<file path="src/rtl/fifo_burst_reader.sv">
// fifo_burst_reader: pops len words from a FIFO read port and streams them
// out over valid/ready with out_last on the final beat and a done pulse.
// Ports: clk, reset (sync, active-high); start/len/busy/done control;
// r_empty/r_data/r_inc FIFO read side; out_valid/out_ready/out_data/out_last stream.
module fifo_burst_reader #(
  parameter int DATA_WIDTH = 8,
  parameter int LEN_WIDTH  = 8
) (
  input  logic                  clk,
  input  logic                  reset,
  input  logic                  start,
  input  logic [LEN_WIDTH-1:0]  len,
  output logic                  busy,
  output logic                  done,
  input  logic                  r_empty,
  input  logic [DATA_WIDTH-1:0] r_data,
  output logic                  r_inc,
  output logic                  out_valid,
  input  logic                  out_ready,
  output logic [DATA_WIDTH-1:0] out_data,
  output logic                  out_last
);

  typedef enum logic [1:0] {
    IDLE,
    FETCH,
    DRAIN
  } state_t;

  localparam logic [LEN_WIDTH-1:0] ONE  = LEN_WIDTH'(1);
  localparam logic [LEN_WIDTH-1:0] ZERO = '0;

  state_t                state_q, state_d;
  logic [LEN_WIDTH-1:0]  fetch_cnt_q, fetch_cnt_d;
  logic [LEN_WIDTH-1:0]  beat_cnt_q, beat_cnt_d;
  logic                  out_valid_q, out_valid_d;
  logic                  out_last_q, out_last_d;
  logic [DATA_WIDTH-1:0] out_data_q, out_data_d;
  logic                  done_q, done_d;
  logic                  pop;
  logic                  hs;

  // The output register acts as a one-entry skid: a new word may be popped
  // whenever the register is empty or is being drained this cycle.
  // Reset gates the pop so a burst aborted by reset takes nothing more.
  always_comb begin
    pop = !reset && (state_q == FETCH) && !r_empty
          && (!out_valid_q || out_ready);
    hs  = out_valid_q && out_ready;

    state_d     = state_q;
    fetch_cnt_d = fetch_cnt_q;
    beat_cnt_d  = beat_cnt_q;
    out_valid_d = out_valid_q;
    out_last_d  = out_last_q;
    out_data_d  = out_data_q;
    done_d      = 1'b0;

    unique case (state_q)
      IDLE: begin
        if (start) begin
          if (len != ZERO) begin
            state_d     = FETCH;
            fetch_cnt_d = len;
            beat_cnt_d  = len;
          end else begin
            done_d = 1'b1;
          end
        end
      end
      FETCH: begin
        if (pop && (fetch_cnt_q == ONE)) begin
          state_d = DRAIN;
        end
      end
      DRAIN: begin
        if (hs && out_last_q) begin
          state_d = IDLE;
          done_d  = 1'b1;
        end
      end
      default: state_d = IDLE;
    endcase

    if (hs) begin
      out_valid_d = 1'b0;
      out_last_d  = 1'b0;
      beat_cnt_d  = beat_cnt_q - ONE;
    end

    // A pop in the same cycle as a handshake refills the register.
    if (pop) begin
      out_valid_d = 1'b1;
      out_data_d  = r_data;
      out_last_d  = (fetch_cnt_q == ONE);
      fetch_cnt_d = fetch_cnt_q - ONE;
    end
  end

  always_ff @(posedge clk) begin
    if (reset) begin
      state_q     <= IDLE;
      fetch_cnt_q <= '0;
      beat_cnt_q  <= '0;
      out_valid_q <= 1'b0;
      out_last_q  <= 1'b0;
      out_data_q  <= '0;
      done_q      <= 1'b0;
    end else begin
      state_q     <= state_d;
      fetch_cnt_q <= fetch_cnt_d;
      beat_cnt_q  <= beat_cnt_d;
      out_valid_q <= out_valid_d;
      out_last_q  <= out_last_d;
      out_data_q  <= out_data_d;
      done_q      <= done_d;
    end
  end

  assign busy      = (state_q != IDLE);
  assign done      = done_q;
  assign r_inc     = pop;
  assign out_valid = out_valid_q;
  assign out_last  = out_last_q;
  assign out_data  = out_data_q;

endmodule

</file>
<file path="config.mk">
export PLATFORM = sky130hd
export DESIGN_NAME = fifo_burst_reader
export DESIGN_NICKNAME = d
export VERILOG_FILES = /design/src/rtl/fifo_burst_reader.sv
export SDC_FILE = /design/constraint.sdc
export NUM_CORES = 1
export LEC_CHECK = 0
export BUFFER_PORTS_ARGS = -buffer_cell sky130_fd_sc_hd__buf_4
export CAP_MARGIN = 40
export CORE_MARGIN = 2
export CORE_UTILIZATION = 49
export DETAILED_ROUTE_END_ITERATION = 10
export PLACE_DENSITY = 0.74
export SKIP_CTS_REPAIR_TIMING = 1
export SYNTH_ARGS = -nofsm -noshare
export SYNTH_HDL_FRONTEND = slang
export SYNTH_SLANG_ARGS = --single-unit
</file>
<file path="constraint.sdc">
create_clock -name clk -period 2.1 [get_ports clk]
set_clock_uncertainty 0.05 [all_clocks]
set_input_delay 0.105 -clock clk [delete_from_list [all_inputs] [get_ports clk]]
set_output_delay 0.105 -clock clk [all_outputs]
set_load 0.01 [all_outputs]
</file>
---- Word level (Yosys, flattened, before mapping) ----
Cells that the tools add are included.
cells by class
  mux-type cells .......................... 16
  reduce and logical (&&, ||, !) cells .... 19
  $add $sub $neg .......................... 1
  equality and inequality tests ........... 7
operators with widths
  cell                   count
  $mux W8                4
  $reduce_bool A2 Y1     5
  $eq A8 B1 Y1 const B   1
  $mux W2                4
  $reduce_bool A8 Y1     1
  $sub A8 B1 Y8 const B  1
  $logic_and A1 B1 Y1    6
  $mux W1                6
  $ne A2 B2 Y1 const B   3
  $pmux W2 S3            1
  $reduce_and A4 Y1      1
  $logic_not A1 Y1       3
  $reduce_and A3 Y1      1
  $eq A2 B1 Y1 const B   1
  $eq A2 B2 Y1 const B   1
  $logic_not A2 Y1       1
  $ne A2 B1 Y1 const B   1
  $pmux W1 S2            1
  $logic_or A1 B1 Y1     1
word-level totals
  register bits after elaboration ......... 21
  word-level logic and storage cells ...... 49

---- Logic depth before layout (Yosys ltp) ----
Gate-level depths: netlist of the first run.
  depth after elaboration ................. 7
  depth in mapped cells ................... 6

---- Worst setup path after synthesis of the first run ----
No wires, ideal clock.
  kind .................................... register -> register
  from .................................... reg state_q[1]
  to ...................................... reg fetch_cnt_q[2]
  data required time ...................... 1.934 ns
  buffers on the path ..................... 1
  library setup time ...................... 0.116 ns
  period minus slack after synthesis ...... 1.592 ns
  cell stages (with the launch flop) ...... 6
  data arrival time ....................... 1.425 ns
  path slack .............................. 0.508 ns
  path through ............................ dfxtp_1 nor4b_4 nand2_2 buf_2 or3_1 o211a_1
between the ends
  longest elaborated chain between the ends .. 6
  elaborated cells between the ends (all ways) .. 10
ends and longest elaborated chain
  item                                 RTL line  RTL
  start, declared                      33        state_t state_q, state_d;
  start signal, assigned               110       state_q <= state_d;
  $eq A2 B1 Y1                         47        pop = !reset && (state_q == FETCH) && !r_empty
  $logic_and A1 B1 Y1 (2 in series)    47
  $logic_and A1 B1 Y1                  48        && (!out_valid_q || out_ready);
  $reduce_bool A2 Y1 (no source line)  --
  $reduce_and A3 Y1 (no source line)   --
  end signal, assigned                 111       fetch_cnt_q <= fetch_cnt_d;
  end, declared                        34        logic [LEN_WIDTH-1:0] fetch_cnt_q, fetch_cnt_d;
Several ways; a longest one is shown, not always the timed one.
A chain may end at the register's enable or synchronous reset.

---- Worst setup path after layout of the first run ----
  from .................................... reg state_q[1]
  to ...................................... out r_inc
between the ends
  longest elaborated chain between the ends .. 4
ends and longest elaborated chain
  item                               RTL line  RTL
  $eq A2 B1 Y1                       47
  $logic_and A1 B1 Y1 (2 in series)  47
  $logic_and A1 B1 Y1                48
  end, declared                      17        output logic r_inc,
Every way passes these cells.

==> reports/metrics.yaml, run 1 <==
vias: 1025
synth_top_cell_by_area: "dfxtp_1"
root_buffer: "clkbuf_4"
wl_um: 2600
grt_pass1_vias: 892
die-area_um2: 2480
core_area_um2: 1960
drt_pass1_iterations: 4
synth_top_flop_cell: "dfxtp_1"
grt_use_total: 0.201
grt_max_degree: 24
crit_arrival_ps: 1760
syn2layout_area_growth_pct: 36.9
nets: 179
r2r_start: "state_q[1]"
final.period_utilization: 0.910
reg2reg_slack_ps: 350
syn_area_per_cell_um2: 9.10
tightest_slew_ps: 567
outcome: "complete, no violations"
place_ws_ps: 340
cts_buffer_depth: 2
antenna_found_initial: 0
yosysUniqueCellTypes: 37
hold_depth: 3
drc: 0
core.rowCount: 16
gr-total-overflow: 0
syn_inst: 113
ys_ff_latch: 21
holdCritStartpoint: "len[4]"
crit_family: "simple AND/OR/NAND/NOR gates"
dpl_cell_area_um2: 1300
clk_latency_ps: 310
fin_tns_setup_ps: 0
dieWidth_um: 49.8
hold_class: "in -> reg"
timing.fmax_mhz: 523
drive_above_1_share: 0.316
r2r-end: "fetch_cnt_q[3]"
gp_congestion: 0.850
worst_slack_ps: 188
viasPerCell: 5.63
fp.dieH_um: 49.8
finalSetupViolCount: 0
worst-setup-path-type: "reg -> out"
hold_end: "fetch_cnt_q[4]"
synth_seq_area_share: 0.409
grt_pass1_wl_um: 3890
drtIter0Drc: 42
wire_per_inst_um: 14.3
total_power_uw: 813
power_density_nw_per_um2: 578
clock_sinks: 21
dp_hpwl_um: 1780
cp.buffers_inverters: 2
drv_cap: 0
h-tree-depth: 1
io_pins: 34
endpoint_kind: "primary output"
yosysWarningCount: 0
synthTopCellsByCount: "21 x dfxtp_1, 19 x nand2_1, 9 x a21oi_1, 9 x nand3b_1, 5 x inv_1"
design_area_um2: 1410
critPathMaxStageDelay_ps: 460
leakage_uw: 0.000611
synthTopCellsByArea: "dfxtp_1 41%, nand2_1 6.9%, nand3b_1 6.6%"
crit_required_ps: 1950
synth_edf_count: 0
diodes: 0
path_clk_slew_ps: 120
numCtsBuffers: 3
crit_fanout: 13
syn_area_um2: 1030
syn_nets: 136
slowest_stage: "nor4b_4"
min_period_ps: 1910
rsz0062_at_grt: "no"
ir_worst_vdd_v: 0.000398
crit_chain: "nor4b_4 -> nand2_2 -> clkinvlp_4 -> buf_4"
io_buffers: 33
report.final.slew_viol_count: 0
start_util: 0.524
tritoncts: "built"
startpoint_type: "flop"
yosysMostFrequentCell: "dfxtp_1"
hold_viol_final: 0
antenna_left: 0
synth-async-reset-ratio: 0
post-route-util: 0.717
reg2reg_depth: 5
relSlewSlack: 0.621
synth_top_area_frac: 0.409
[per-layer routing]
metal / routed length, um / up-vias / GRT usage / share of wire
met5: 0 / - / 0 / 0
met4: 34 / 0 / 0.0694 / 0.013
met3: 151 / 5 / 0.0333 / 0.058
met2: 1270 / 37 / 0.324 / 0.49
met1: 1140 / 479 / 0.270 / 0.44
li1: - / 504 / - / -
[placed cells by master, fill, tap and decap left out, types with 2 or more instances in the layout]
cell type / instances
clkbuf_4: 3
nor3_1: 3
nand2_2: 2
nand4_1: 3
o21a_1: 2
nand3b_1: 9
o211a_1: 2
dlygate4sd3_1: 8
a41oi_1: 2
a2bb2oi_1: 3
ha_1: 2
nor4_1: 2
buf_4: 34
inv_1: 4
nand3_1: 4
o211ai_1: 2
o221a_2: 2
a21oi_1: 9
nand2_1: 19
dfxtp_1: 21
[area by class of cell]
class | instances | area, um^2
Clock buffer | 4 | 26.3
Fill cell | 174 | 554
Inverter | 5 | 22.5
Multi-Input combinational cell | 83 | 569
Sequential cell | 21 | 420
Tap cell | 27 | 33.8
Timing Repair Buffer | 42 | 335
[stage by stage]
step / cells / hold slack (ps)
5_1_grt: 182 / 24.3
2_1_floorplan: 113 / 154
3_3_place_gp: 170 / 239
6_report: 182 / 24.1
3_5_place_dp: 170 / 244
4_1_cts: 174 / -74.9
[how the worst max path moves through the flow]
stage	end	slack [ps]	from	cells past startpoint
detailed placement	fetch_cnt_q[3]	340	state_q[1]	5
floorplan	fetch_cnt_q[2]	510	state_q[1]	5
CTS	r_inc	110	state_q[1]	4
finish	r_inc	190	state_q[1]	4
global placement	fetch_cnt_q[3]	380	state_q[1]	5
global route	r_inc	70	state_q[0]	4
[worst register-to-register path: stages (launching register included)]
cell and delay [ps]:
dfxtp_1 420, nor4b_4 470, nand2_2 180, clkinvlp_4 220, nand2_1 90, a221oi_2 240
[kinds of logic after synthesis]
kind of cell | synth area share
AOI/OAI and AO/OA | 0.209
buffers and inverters | 0.0377
adders and majority gates | 0.0243
and+or+nand+nor | 0.310
DFF | 0.409
muxes | 0.00973
[power by group]
| part | total, uW | internal [uW] | switching (uW) |
|---|---|---|---|
| logic | 172 | 91.3 | 80.3 |
| clock network | 198 | 74.2 | 124 |
| registers | 443 | 421 | 22.1 |
[flip-flops by register name (all words and copies together), names as in the netlist]
register,cells
fetch_cnt_q,8
state_q,2
out_last,1
out_data,8
out_valid,1
done,1
Note: power is estimated with default switching activity, not from simulation.
==> run 2: changes to the inputs <==
--- a/config.mk
+++ b/config.mk
@@ -8,9 +8,9 @@
 export BUFFER_PORTS_ARGS = -buffer_cell sky130_fd_sc_hd__buf_4
 export CAP_MARGIN = 40
 export CORE_MARGIN = 2
-export CORE_UTILIZATION = 49
+export CORE_UTILIZATION = 44
 export DETAILED_ROUTE_END_ITERATION = 10
-export PLACE_DENSITY = 0.74
+export PLACE_DENSITY = 0.7
 export SKIP_CTS_REPAIR_TIMING = 1
 export SYNTH_ARGS = -nofsm -noshare
 export SYNTH_HDL_FRONTEND = slang
==> constraint.sdc (replaced) <==
create_clock -name clk -period 1.65 [get_ports clk]
set_clock_uncertainty 0.05 [all_clocks]
set_input_delay 0.0825 -clock clk [delete_from_list [all_inputs] [get_ports clk]]
set_output_delay 0.0825 -clock clk [all_outputs]
set_load 0.01 [all_outputs]
==> run 2 against run 1 <==
  * Sequential power is 27% higher
  * Hold slack worse by 17 ps
  * Utilization is 3.3 points lower
  * Count of clock-buffer cells in the layout stayed put
  * Register-to-register slack worse by 260 ps
  * Critical endpoint unchanged
  * Largest cell class unchanged
  * Largest power group unchanged
==> reports/metrics.yaml, run 2 (synthesis gave the netlist of run 1 again) <==
drv_cap: 0  # unchanged
viasPerCell: 5.47  # was 5.63
cts_buffer_depth: 2  # unchanged
antenna_left: 0  # unchanged
tightest_slew_ps: 575  # was 567 ps
stdcell_count: 195  # was 182
wire_per_inst_um: 14.1  # was 14.3 um
start_util: 0.465  # was 0.524
grt_pass1_vias: 1018  # was 892
placed_cells: 179  # was 170
ir_worst_vdd_v: 0.000485  # was 0.000398 V
core_area_um2: 2210  # was 1960 um^2
dieWidth_um: 52.3  # was 49.8 um
gp_congestion: 0.832  # was 0.850
grt.met3_usage: 0.0343  # was 0.0333
root_buffer: "clkbuf_4"  # unchanged
startpoint_type: "flop"  # unchanged
grt_max_degree: 18  # was 24
leakage_uw: 0.000680  # was 0.000611 uW
clock_sinks: 21  # unchanged
hold_class: "in -> reg"  # unchanged
r2r-end: "state_q[0]"  # was fetch_cnt_q[3]
antenna_found_initial: 0  # unchanged
multi_input_area_um2: 572  # was 569 um^2
timing.fmax_mhz: 628
vias: 1067  # was 1025
tritoncts: "built"  # unchanged
internal-power_uw: 762  # was 587 uW
switching_share: 0.275  # was 0.279
final.period_utilization: 0.964
path_clk_slew_ps: 120  # about the same
crit_required_ps: 1520  # was 1950 ps
nets: 191  # was 179
io_buffers: 33  # unchanged
io_pins: 34  # unchanged
wl_um: 2760  # was 2600 um
gr-total-overflow: 0  # unchanged
hold_viol_final: 0  # unchanged
met1_usage: 0.232  # was 0.270
grt_pass1_wl_um: 4350  # was 3890 um
post-route-util: 0.684  # was 0.717
grt_use_met2: 0.404  # was 0.324
reg2reg_slack_ps: 90  # was 350 ps
p_sw_uw: 290  # was 227 uW
diodes: 0  # unchanged
r2r_start: "fetch_cnt_q[3]"  # was state_q[1]
finalSetupViolCount: 0  # unchanged
holdCritStartpoint: "len[1]"  # was len[4]
worst-setup-path-type: "reg -> out"  # unchanged
crit_arrival_ps: 1460  # was 1760 ps
h-tree-depth: 1  # unchanged
outcome: "complete, no violations"  # unchanged
rsz0062_at_grt: "no"  # unchanged
ff_latch_area_um2: 428  # was 420 um^2
power_frac_clock: 0.237  # was 0.244
endpoint_kind: "primary output"  # unchanged
dp_hpwl_um: 2020  # was 1780 um
reg2reg_depth: 4  # was 5
die-area_um2: 2740  # was 2480 um^2
most-common-layout-cells: "44 x buf_4, 19 x nand2_1, 19 x dfxtp_1"  # was 34 x buf_4, 21 x dfxtp_1, 19 x nand2_1
comb_power_share: 0.229  # was 0.211
fp.dieH_um: 52.3  # was 49.8 um
syn2layout_area_growth_pct: 47.2  # was 36.9%
power_density_nw_per_um2: 695  # was 578 nW/um^2
drive_above_1_share: 0.377  # was 0.316
final_common_cell: "buf_4"  # unchanged
crit_fanout: 9  # was 13
hold_depth: 2  # was 3
design_area_um2: 1510  # was 1410 um^2
fillCellCount: 194  # was 174
relSlewSlack: 0.613  # was 0.621
core.rowCount: 17  # was 16
dpl_cell_area_um2: 1360  # was 1300 um^2
share_seq_of_total_power: 0.534  # was 0.545
grt.busiest_layer: "met2"  # unchanged
min_period_ps: 1590
clk_latency_ps: 300  # was 310 ps
drc: 0  # unchanged
total_power_uw: 1050  # was 813 uW
hold_end: "fetch_cnt_q[1]"  # was fetch_cnt_q[4]
drt_pass1_iterations: 4  # unchanged
drtIter0Drc: 11  # was 42
report.final.slew_viol_count: 0  # unchanged
numCtsBuffers: 3  # unchanged
grt_use_total: 0.213  # was 0.201
fin_tns_setup_ps: 0  # unchanged
run 2: power by group through the flow:
stage / Combinational [uW] / Clock, uW / Sequential [uW]
floorplan: 110 / 0 / 574
global placement: 211 / 0 / 572
detailed placement: 216 / 0 / 574
CTS: 217 / 252 / 563
global route: 264 / 271 / 567
finish: 241 / 249 / 562
run 2: worst max path at each step:
stage	startpoint	to	slack, ps	cells past startpoint
floorplan	state_q[1]	fetch_cnt_q[2]	60	5
detailed placement	len[0]	fetch_cnt_q[0]	-5	5
global route	fetch_cnt_q[3]	state_q[0]	0.8	4
CTS	state_q[1]	r_inc	-220	5
global placement	len[0]	fetch_cnt_q[0]	40	5
finish	state_q[1]	r_inc	60	5
run 2: through the flow:
step | hold slack, ps | setup slack (ps)
after CTS | -92.5 | -222
after global routing | 1.37 | 0.797
after detailed placement | 223 | -5.47
after global placement | 216 | 42.9
final | 6.92 | 58.7
after floorplan | 131 | 58.4
run 2: area by class of cell:
type / instances / share of cell area
Clock buffer: 4 / 0.0174
Inverter: 5 / 0.0140
Multi-Input combinational cell: 83 / 0.378
Sequential cell: 21 / 0.283
Tap cell: 28 / 0.0231
Timing Repair Buffer: 54 / 0.285
run 2: worst max-delay path: stages (launching register included):
cell and delay (ps):
dfxtp_4 380, nor4b_4 300, nand2_2 150, inv_4 80, buf_6 130, buf_4 120
run 2: routing by layer:
| metal | vias to the layer above | wire (um) |
|---|---|---|
| li1 | 527 | - |
| met1 | 499 | 1140 |
| met2 | 37 | 1460 |
| met4 | 0 | 41 |
| met5 | - | 0 |
| met3 | 4 | 115 |
